## src/rtl/leitor_caminho_pkg.sv

```systemverilog
// Shared definitions for the path reader: parameter defaults, width derivation
// and the 3-bit state encoding used by the controller FSM.
package leitor_caminho_pkg;

  localparam int DEF_NODE_WIDTH = 8;
  localparam int DEF_MAX_PATH   = 64;
  localparam int DEF_TIMEOUT    = 65535;
  localparam int TIMER_W        = 16;

  localparam logic [2:0] ST_IDLE     = 3'd0;
  localparam logic [2:0] ST_INICIAR  = 3'd1;
  localparam logic [2:0] ST_ESPERAR  = 3'd2;
  localparam logic [2:0] ST_LER      = 3'd3;
  localparam logic [2:0] ST_CAPTURAR = 3'd4;
  localparam logic [2:0] ST_ENVIAR   = 3'd5;
  localparam logic [2:0] ST_LIDO     = 3'd6;

  function automatic int calc_len_w(input int max_path);
    return $clog2(max_path + 32'sd1);
  endfunction

  // A one-entry buffer still needs a 1-bit address.
  function automatic int calc_idx_w(input int max_path);
    return (max_path > 32'sd1) ? $clog2(max_path) : 32'sd1;
  endfunction

  localparam int DEF_LEN_W = calc_len_w(DEF_MAX_PATH);
  localparam int DEF_IDX_W = calc_idx_w(DEF_MAX_PATH);

endpackage

```

## src/rtl/leitor_caminho_if.sv

```systemverilog
// Host, controller and path-buffer signals of the path reader; master is the
// reader itself, slave is the surrounding system.
interface leitor_caminho_if
  import leitor_caminho_pkg::*;
#(
  parameter int NODE_WIDTH = DEF_NODE_WIDTH,
  parameter int LEN_W      = DEF_LEN_W,
  parameter int IDX_W      = DEF_IDX_W
);
  logic                  solicitar_in;
  logic                  aguardando_in;
  logic                  caminho_pronto_in;
  logic [LEN_W-1:0]      tamanho_caminho_in;
  logic                  iniciar_out;
  logic                  lido_out;
  logic                  mem_rd_en_out;
  logic [IDX_W-1:0]      mem_addr_out;
  logic [NODE_WIDTH-1:0] mem_data_in;
  logic                  no_valid_out;
  logic [NODE_WIDTH-1:0] no_data_out;
  logic                  no_ultimo_out;
  logic                  no_ready_in;
  logic                  ocupado_out;
  logic                  sem_caminho_out;
  logic                  erro_out;

  modport master (
    input  solicitar_in, aguardando_in, caminho_pronto_in, tamanho_caminho_in,
           mem_data_in, no_ready_in,
    output iniciar_out, lido_out, mem_rd_en_out, mem_addr_out, no_valid_out,
           no_data_out, no_ultimo_out, ocupado_out, sem_caminho_out, erro_out
  );

  modport slave (
    output solicitar_in, aguardando_in, caminho_pronto_in, tamanho_caminho_in,
           mem_data_in, no_ready_in,
    input  iniciar_out, lido_out, mem_rd_en_out, mem_addr_out, no_valid_out,
           no_data_out, no_ultimo_out, ocupado_out, sem_caminho_out, erro_out
  );
endinterface

```

## src/rtl/leitor_caminho_contador_timeout.sv

```systemverilog
// Wait-for-path watchdog: counts enabled cycles and flags the last allowed one.
// TIMEOUT = 0 disables it entirely.
module contador_timeout
  import leitor_caminho_pkg::*;
#(
  parameter int TIMEOUT = DEF_TIMEOUT
) (
  input  logic clk,
  input  logic rst,
  input  logic clear,
  input  logic enable,
  output logic terminal
);
  logic [TIMER_W-1:0] count_r;

  // Saturating cycle counter, restarted for every new search.
  always_ff @(posedge clk or posedge rst) begin
    if (rst) begin
      count_r <= {TIMER_W{1'b0}};
    end else if (clear) begin
      count_r <= {TIMER_W{1'b0}};
    end else if (enable && !terminal) begin
      count_r <= count_r + {{(TIMER_W-1){1'b0}}, 1'b1};
    end else begin
      count_r <= count_r;
    end
  end

  if (TIMEOUT == 0) begin : g_disabled
    assign terminal = 1'b0;
  end else begin : g_enabled
    assign terminal = (count_r == TIMER_W'(TIMEOUT - 1));
  end

endmodule

```

## src/rtl/leitor_caminho.sv

```systemverilog
// Host-side path reader: starts the search controller, waits for a finished
// path, streams it node by node to the host, then acknowledges the read.
module leitor_caminho
  import leitor_caminho_pkg::*;
#(
  parameter int NODE_WIDTH = DEF_NODE_WIDTH,
  parameter int MAX_PATH   = DEF_MAX_PATH,
  parameter int TIMEOUT    = DEF_TIMEOUT
) (
  input logic              clk,
  input logic              rst,
  leitor_caminho_if.master bus
);
  localparam int LEN_W = calc_len_w(MAX_PATH);
  localparam int IDX_W = calc_idx_w(MAX_PATH);
  localparam logic [LEN_W-1:0] LEN_MAX = LEN_W'(MAX_PATH);
  localparam logic [LEN_W-1:0] LEN_ONE = {{(LEN_W-1){1'b0}}, 1'b1};
  localparam logic [IDX_W-1:0] IDX_ONE = {{(IDX_W-1){1'b0}}, 1'b1};

  logic [2:0]            state_r, state_next;
  logic [LEN_W-1:0]      len_r, len_clamped;
  logic [IDX_W-1:0]      idx_r, idx_next, mem_addr_r;
  logic [NODE_WIDTH-1:0] no_data_r;
  logic no_ultimo_r, erro_r, iniciar_r, lido_r, mem_rd_en_r;
  logic no_valid_r, ocupado_r, sem_caminho_r;
  logic timeout_hit, path_empty, handshake, timer_clear, timer_enable;

  assign len_clamped  = (bus.tamanho_caminho_in > LEN_MAX) ? LEN_MAX : bus.tamanho_caminho_in;
  assign path_empty   = (len_clamped == {LEN_W{1'b0}});
  assign handshake    = (state_r == ST_ENVIAR) && no_valid_r && bus.no_ready_in;
  assign timer_clear  = (state_r == ST_INICIAR);
  assign timer_enable = (state_r == ST_ESPERAR);

  contador_timeout #(.TIMEOUT(TIMEOUT)) u_timeout (
    .clk      (clk),
    .rst      (rst),
    .clear    (timer_clear),
    .enable   (timer_enable),
    .terminal (timeout_hit)
  );

  // Next-state and node-index selection.
  always_comb begin
    state_next = state_r;
    idx_next   = idx_r;
    case (state_r)
      ST_IDLE: begin
        if (bus.solicitar_in && bus.aguardando_in) state_next = ST_INICIAR;
        else                                        state_next = ST_IDLE;
      end
      ST_INICIAR:  state_next = ST_ESPERAR;
      ST_ESPERAR: begin
        // A path arriving on the terminal cycle beats the timeout.
        if (bus.caminho_pronto_in) begin
          idx_next = {IDX_W{1'b0}};
          if (path_empty) state_next = ST_LIDO;
          else            state_next = ST_LER;
        end else if (timeout_hit) begin
          state_next = ST_IDLE;
        end else begin
          state_next = ST_ESPERAR;
        end
      end
      ST_LER:      state_next = ST_CAPTURAR;
      ST_CAPTURAR: state_next = ST_ENVIAR;
      ST_ENVIAR: begin
        if (handshake) begin
          if (no_ultimo_r) begin
            state_next = ST_LIDO;
          end else begin
            idx_next   = idx_r + IDX_ONE;
            state_next = ST_LER;
          end
        end else begin
          state_next = ST_ENVIAR;
        end
      end
      ST_LIDO:     state_next = ST_IDLE;
      default:     state_next = ST_IDLE;
    endcase
  end

  // State register.
  always_ff @(posedge clk or posedge rst) begin
    if (rst) state_r <= ST_IDLE;
    else     state_r <= state_next;
  end

  // Datapath and outputs, registered from the upcoming state so every output
  // is glitch-free and independent of no_ready_in within the cycle.
  always_ff @(posedge clk or posedge rst) begin
    if (rst) begin
      len_r         <= {LEN_W{1'b0}};
      idx_r         <= {IDX_W{1'b0}};
      no_data_r     <= {NODE_WIDTH{1'b0}};
      no_ultimo_r   <= 1'b0;
      erro_r        <= 1'b0;
      iniciar_r     <= 1'b0;
      lido_r        <= 1'b0;
      mem_rd_en_r   <= 1'b0;
      mem_addr_r    <= {IDX_W{1'b0}};
      no_valid_r    <= 1'b0;
      ocupado_r     <= 1'b0;
      sem_caminho_r <= 1'b0;
    end else begin
      idx_r <= idx_next;
      if (state_r == ST_ESPERAR && bus.caminho_pronto_in) len_r <= len_clamped;
      if (state_r == ST_CAPTURAR) begin
        no_data_r   <= bus.mem_data_in;
        no_ultimo_r <= (LEN_W'(idx_r) == (len_r - LEN_ONE));
      end
      if (state_r == ST_IDLE && state_next == ST_INICIAR) begin
        erro_r <= 1'b0;
      end else if (state_r == ST_ESPERAR && !bus.caminho_pronto_in && timeout_hit) begin
        erro_r <= 1'b1;
      end
      iniciar_r     <= (state_next == ST_INICIAR);
      lido_r        <= (state_next == ST_LIDO);
      mem_rd_en_r   <= (state_next == ST_LER);
      mem_addr_r    <= (state_next == ST_LER) ? idx_next : {IDX_W{1'b0}};
      no_valid_r    <= (state_next == ST_ENVIAR);
      ocupado_r     <= (state_next != ST_IDLE);
      sem_caminho_r <= (state_r == ST_ESPERAR) && bus.caminho_pronto_in && path_empty;
    end
  end

  assign bus.iniciar_out     = iniciar_r;
  assign bus.lido_out        = lido_r;
  assign bus.mem_rd_en_out   = mem_rd_en_r;
  assign bus.mem_addr_out    = mem_addr_r;
  assign bus.no_valid_out    = no_valid_r;
  assign bus.no_data_out     = no_data_r;
  assign bus.no_ultimo_out   = no_ultimo_r;
  assign bus.ocupado_out     = ocupado_r;
  assign bus.sem_caminho_out = sem_caminho_r;
  assign bus.erro_out        = erro_r;

endmodule

```

## src/flat_wrapper.sv

```systemverilog
// flat-port wrapper written by rule: the top's interface ports become plain ports
module leitor_caminho_flat import leitor_caminho_pkg::*;
#(
  parameter int NODE_WIDTH = DEF_NODE_WIDTH,
  parameter int MAX_PATH   = DEF_MAX_PATH,
  parameter int TIMEOUT    = DEF_TIMEOUT
)
  (clk, rst, bus_solicitar_in, bus_aguardando_in, bus_caminho_pronto_in, bus_tamanho_caminho_in, bus_mem_data_in, bus_no_ready_in, bus_iniciar_out, bus_lido_out, bus_mem_rd_en_out, bus_mem_addr_out, bus_no_valid_out, bus_no_data_out, bus_no_ultimo_out, bus_ocupado_out, bus_sem_caminho_out, bus_erro_out);
  leitor_caminho_if #(.NODE_WIDTH(NODE_WIDTH), .LEN_W(($clog2((64) + 1))), .IDX_W(($clog2((64))))) bus_i ();
  input logic clk;
  input logic rst;
  input wire logic [$bits(bus_i.solicitar_in)-1:0] bus_solicitar_in;
  input wire logic [$bits(bus_i.aguardando_in)-1:0] bus_aguardando_in;
  input wire logic [$bits(bus_i.caminho_pronto_in)-1:0] bus_caminho_pronto_in;
  input wire logic [$bits(bus_i.tamanho_caminho_in)-1:0] bus_tamanho_caminho_in;
  input wire logic [$bits(bus_i.mem_data_in)-1:0] bus_mem_data_in;
  input wire logic [$bits(bus_i.no_ready_in)-1:0] bus_no_ready_in;
  output wire logic [$bits(bus_i.iniciar_out)-1:0] bus_iniciar_out;
  output wire logic [$bits(bus_i.lido_out)-1:0] bus_lido_out;
  output wire logic [$bits(bus_i.mem_rd_en_out)-1:0] bus_mem_rd_en_out;
  output wire logic [$bits(bus_i.mem_addr_out)-1:0] bus_mem_addr_out;
  output wire logic [$bits(bus_i.no_valid_out)-1:0] bus_no_valid_out;
  output wire logic [$bits(bus_i.no_data_out)-1:0] bus_no_data_out;
  output wire logic [$bits(bus_i.no_ultimo_out)-1:0] bus_no_ultimo_out;
  output wire logic [$bits(bus_i.ocupado_out)-1:0] bus_ocupado_out;
  output wire logic [$bits(bus_i.sem_caminho_out)-1:0] bus_sem_caminho_out;
  output wire logic [$bits(bus_i.erro_out)-1:0] bus_erro_out;
  assign bus_i.solicitar_in = bus_solicitar_in;
  assign bus_i.aguardando_in = bus_aguardando_in;
  assign bus_i.caminho_pronto_in = bus_caminho_pronto_in;
  assign bus_i.tamanho_caminho_in = bus_tamanho_caminho_in;
  assign bus_i.mem_data_in = bus_mem_data_in;
  assign bus_i.no_ready_in = bus_no_ready_in;
  assign bus_iniciar_out = bus_i.iniciar_out;
  assign bus_lido_out = bus_i.lido_out;
  assign bus_mem_rd_en_out = bus_i.mem_rd_en_out;
  assign bus_mem_addr_out = bus_i.mem_addr_out;
  assign bus_no_valid_out = bus_i.no_valid_out;
  assign bus_no_data_out = bus_i.no_data_out;
  assign bus_no_ultimo_out = bus_i.no_ultimo_out;
  assign bus_ocupado_out = bus_i.ocupado_out;
  assign bus_sem_caminho_out = bus_i.sem_caminho_out;
  assign bus_erro_out = bus_i.erro_out;
  leitor_caminho #(.NODE_WIDTH(NODE_WIDTH), .MAX_PATH(MAX_PATH), .TIMEOUT(TIMEOUT)) u_core (.clk(clk), .rst(rst), .bus(bus_i));
endmodule
```

## config.mk

```make
export PLATFORM = sky130hd
export DESIGN_NAME = leitor_caminho_flat
export DESIGN_NICKNAME = d
export VERILOG_FILES = /design/src/rtl/leitor_caminho_pkg.sv /design/src/rtl/leitor_caminho_if.sv /design/src/rtl/leitor_caminho_contador_timeout.sv /design/src/rtl/leitor_caminho.sv /design/src/flat_wrapper.sv
export SDC_FILE = /design/constraint.sdc
export NUM_CORES = 1
export LEC_CHECK = 0
export CORE_MARGIN = 2
export CORE_UTILIZATION = 28
export DETAILED_ROUTE_END_ITERATION = 10
export GPL_TIMING_DRIVEN = 1
export REMOVE_ABC_BUFFERS = 1
export SLEW_MARGIN = 20
export SYNTH_ARGS = -nofsm -noshare
export SYNTH_HDL_FRONTEND = slang
export SYNTH_SLANG_ARGS = --single-unit
```

## constraint.sdc

```tcl
create_clock -name clk -period 2.3 [get_ports clk]
set_input_delay 0.46 -clock clk [delete_from_list [all_inputs] [get_ports clk]]
set_output_delay 0.46 -clock clk [all_outputs]
set_load 0.01 [all_outputs]
```

==> metrics.csv <==
metric,value,unit
worst relative slew slack,59.3,%
sort of element at the end of the critical path,flip-flop,
Maximum Capacitance Violations,0,
Syn Area/Cell,10.7,um2
path category of the worst min-delay check,flip-flop to flip-flop,
shortest period the worst path allows,2.05,ns
cell with the most instances after synthesis,dfrtp_1,
most used flip-flop cell after synthesis,dfrtp_1,
worst endpoint data arrival time,2.24,ns
net count of the finished layout,323,
core area,0.00924,mm2
kind of start point of the critical path,flip-flop,
combinational share of power,40.7,%
TritonCTS clock tree,done,
unrepaired setup endpoints after global routing,false,
# DRC,0,
number of non-filler instances in the completed layout,427,
count of mapped cells out of synthesis,250,
worst vdd ir,345,uV
global placement routability congestion,0.822,
final total negative setup slack,0,ns
cell type with the largest total area after synthesis,dfrtp_1,
wire length per cell,12.7,um
Final setup violation count,0,
number of clock sinks,54,
Worst R2R Start,u_core.u_timeout.count_r[0],
sum of routed wire length over all layers,5420,um
warning count from the yosys run,0,
data required time at the worst endpoint,2.49,ns
synth cell count leaders,"dfrtp_1 (54), nand2_1 (24), nor2_1 (16)",
top-area cell type share of the netlist area,50.5,%
root buffer selected by CTS,clkbuf_8,
number of cells after detailed placement,420,
sequential-to-total area share from yosys stat,50.5,%
final period utilization,89.1,%
sequential share of power,43.4,%
die width,102,um
share of post-route cells with drive strength above 1,12.4,%
critical-path maximum fanout,9,
Pint,2.00,mW
detailed-route via count,1968,
Multi-input gate area,0.00125,mm2
total congestion overflow,0,
summed instance area of the synthesized netlist,0.00268,mm2
cell types occupying the most area after synthesis,"dfrtp_1 (50%), xnor2_1 (4.9%), mux2_2 (3.4%)",
iteration count of the initial detailed-routing pass,4,
top-level port count,43,
r2r endpoint,u_core.bus.mem_addr_out[2],
count of H-tree levels built during CTS,2,
GRT Resource Usage Total,11.1,%
deepest clock path buffer count,2,
number of CTS-inserted buffers,5,
static leakage,1.44,nW
antenna fix cells,0,
max-slew violation count,0,
clock transition at the registers of the reported paths,0.09,ns
area of the die,0.0104,mm2
fraction of registers with async set or reset after synthesis,100,%
count of port buffers added during placement,42,
area overhead of the layout relative to synthesis,25.3,%
post-route clock skew,0.00969,ns
setup slack of the most critical reg-to-reg path,0.25,ns
switching power,1.17,mW
number of global-route vias before repair,1884,
HPWL after detailed placement,4020,um
fillers,939,
hold-critical path depth,1,
count of flip-flops with a built-in enable after synthesis,0,
row count,35,
slew of the pin with the lowest slew margin,0.611,ns
post-synthesis sequential element count,54,
Power Dens Cells,944,mW/mm2
Hold Startpoint,u_core.u_timeout.count_r[5],
proportion of power drawn by the clock network,15.9,%
vertical die dimension,102,um
Antenna Violating Nets Remaining,0,
initial cell density of the core,29.0,%
post-cts hold buffer count,0,
via density per instance,4.61,
number of hold violations in the final report,0,
number of library cell types mapped by synthesis,50,
Crit Path Category,flip-flop to flip-flop,
number of cells on the worst reg-to-reg path,9,
antenna violations before repair,0,
number of cells upsized or downsized after cts,0,
WHS Endpoint,u_core.u_timeout.count_r[5],
insertion delay to the later sink of the worst-skew pair,0.30,ns
Reg area,0.00135,mm2
proportion of total power due to net switching,36.9,%
post-CTS setup-driven buffer insertion count,0,
first-pass GRT wire length,9070,um
Max Freq,0.488,GHz
run status,finished clean,
pin count of the biggest net entering global routing,55,
DRC marker count from the first detailed-route iteration,108,
-- worst max path at each step --
stage / from / to / slack (ns) / cells past startpoint
5_1_grt: u_core.u_timeout.count_r[0] / u_core.bus.mem_addr_out[2] / 0.08 / 9
3_3_place_gp: bus_tamanho_caminho_in[3] / u_core.bus.lido_out / 0.20 / 6
3_5_place_dp: bus_tamanho_caminho_in[3] / u_core.bus.lido_out / 0.15 / 6
6_report: u_core.u_timeout.count_r[0] / u_core.bus.mem_addr_out[2] / 0.25 / 9
2_1_floorplan: u_core.u_timeout.count_r[0] / u_core.bus.mem_addr_out[2] / 0.49 / 9
4_1_cts: u_core.u_timeout.count_r[0] / u_core.bus.mem_addr_out[2] / 0.25 / 9
-- registers in the layout, indices dropped and copies added, names as in the netlist --
register,cells
u_core.bus.mem_rd_en_out,1
u_core.bus.no_valid_out,1
u_core.bus.iniciar_out,1
u_core.idx_r,6
u_core.bus.ocupado_out,1
u_core.bus.no_data_out,8
u_core.u_timeout.count_r,16
u_core.state_r,3
u_core.bus.erro_out,1
u_core.bus.no_ultimo_out,1
u_core.bus.mem_addr_out,6
u_core.bus.lido_out,1
u_core.bus.sem_caminho_out,1
u_core.len_r,7
-- power by group through the flow --
stage / Sequential, mW / Combinational (mW) / Clock, mW
3_3_place_gp: 1.39 / 1.27 / 0
2_1_floorplan: 1.40 / 0.802 / 0
6_report: 1.37 / 1.29 / 0.505
4_1_cts: 1.37 / 1.30 / 0.524
3_5_place_dp: 1.39 / 1.30 / 0
5_1_grt: 1.41 / 1.44 / 0.560
-- critical path, stage by stage, from the launching register on --
cell and delay (ns):
dfrtp_1 0.46, inv_1 0.09, ha_1 0.14, nand3_1 0.08, and4bb_1 0.67, nor2_8 0.10, nor2_4 0.17, inv_2 0.06
nand3_2 0.13, nor2b_1 0.06
-- final cells by class --
class                   instances  share of cell area, %
repair buffers                 46                   13.8
flip-flops and latches         54                   40.3
well taps                     129                   4.81
inverters                      12                   1.34
clock inverters                 1                  0.224
clock buffers                   6                   2.16
multi-input cells             179                   37.4
-- through the flow --
step                      worst slack (ns)  total power [mW]  instance area [um2]  hold slack (ns)  util [%]
after floorplan                      0.491              2.20                 2650            0.446         -
after global placement               0.196              2.66                 3270            0.471      35.4
after detailed placement             0.147              2.69                 3270            0.476      35.4
after CTS                            0.253              3.20                 3350            0.488      36.3
after global routing                0.0761              3.41                 3350            0.522      36.3
final                                0.250              3.17                 3350            0.484      36.3
-- cells by family after synthesis --
kind of cell	after synthesis	share of synthesized area, %
AND/OR/NAND/NOR	115	26.8
flip-flops	54	50.5
AO/OA/AOI/OAI	27	6.22
XOR/XNOR	18	5.89
buffers and inverters	17	2.71
multiplexers	15	5.98
adder cells (fa/ha/maj)	4	1.87
-- cells in the final DEF, fill, tap and decap left out, types with 3 or more instances in the layout --
cell type         n
nand2_1          24
nand3_1           7
nor2_2            3
clkdlybuf4s50_1  42
nor2b_1           5
mux2i_1           7
xnor2_1          15
and3_1            3
nand3b_1          3
inv_1             9
ha_1              4
dfrtp_1          54
a21oi_1           5
buf_4             3
and2_1            3
xor2_1            3
clkbuf_8          5
nor2_1           16
nand4_1           7
mux2_2            8
inv_2             3
nor3_1           10
o21ai_0          12
or3_1             4
nand2b_1         11
-- per-layer routing --
layer	up-vias	global-route usage [%]	share of wire, %
met2	56	17.8	44
met1	942	15.2	49
li1	966	-	-
met4	0	2.49	0.81
met3	4	2.76	6.0
met5	-	0	0
No activity file was read; power rests on OpenSTA's default activity.
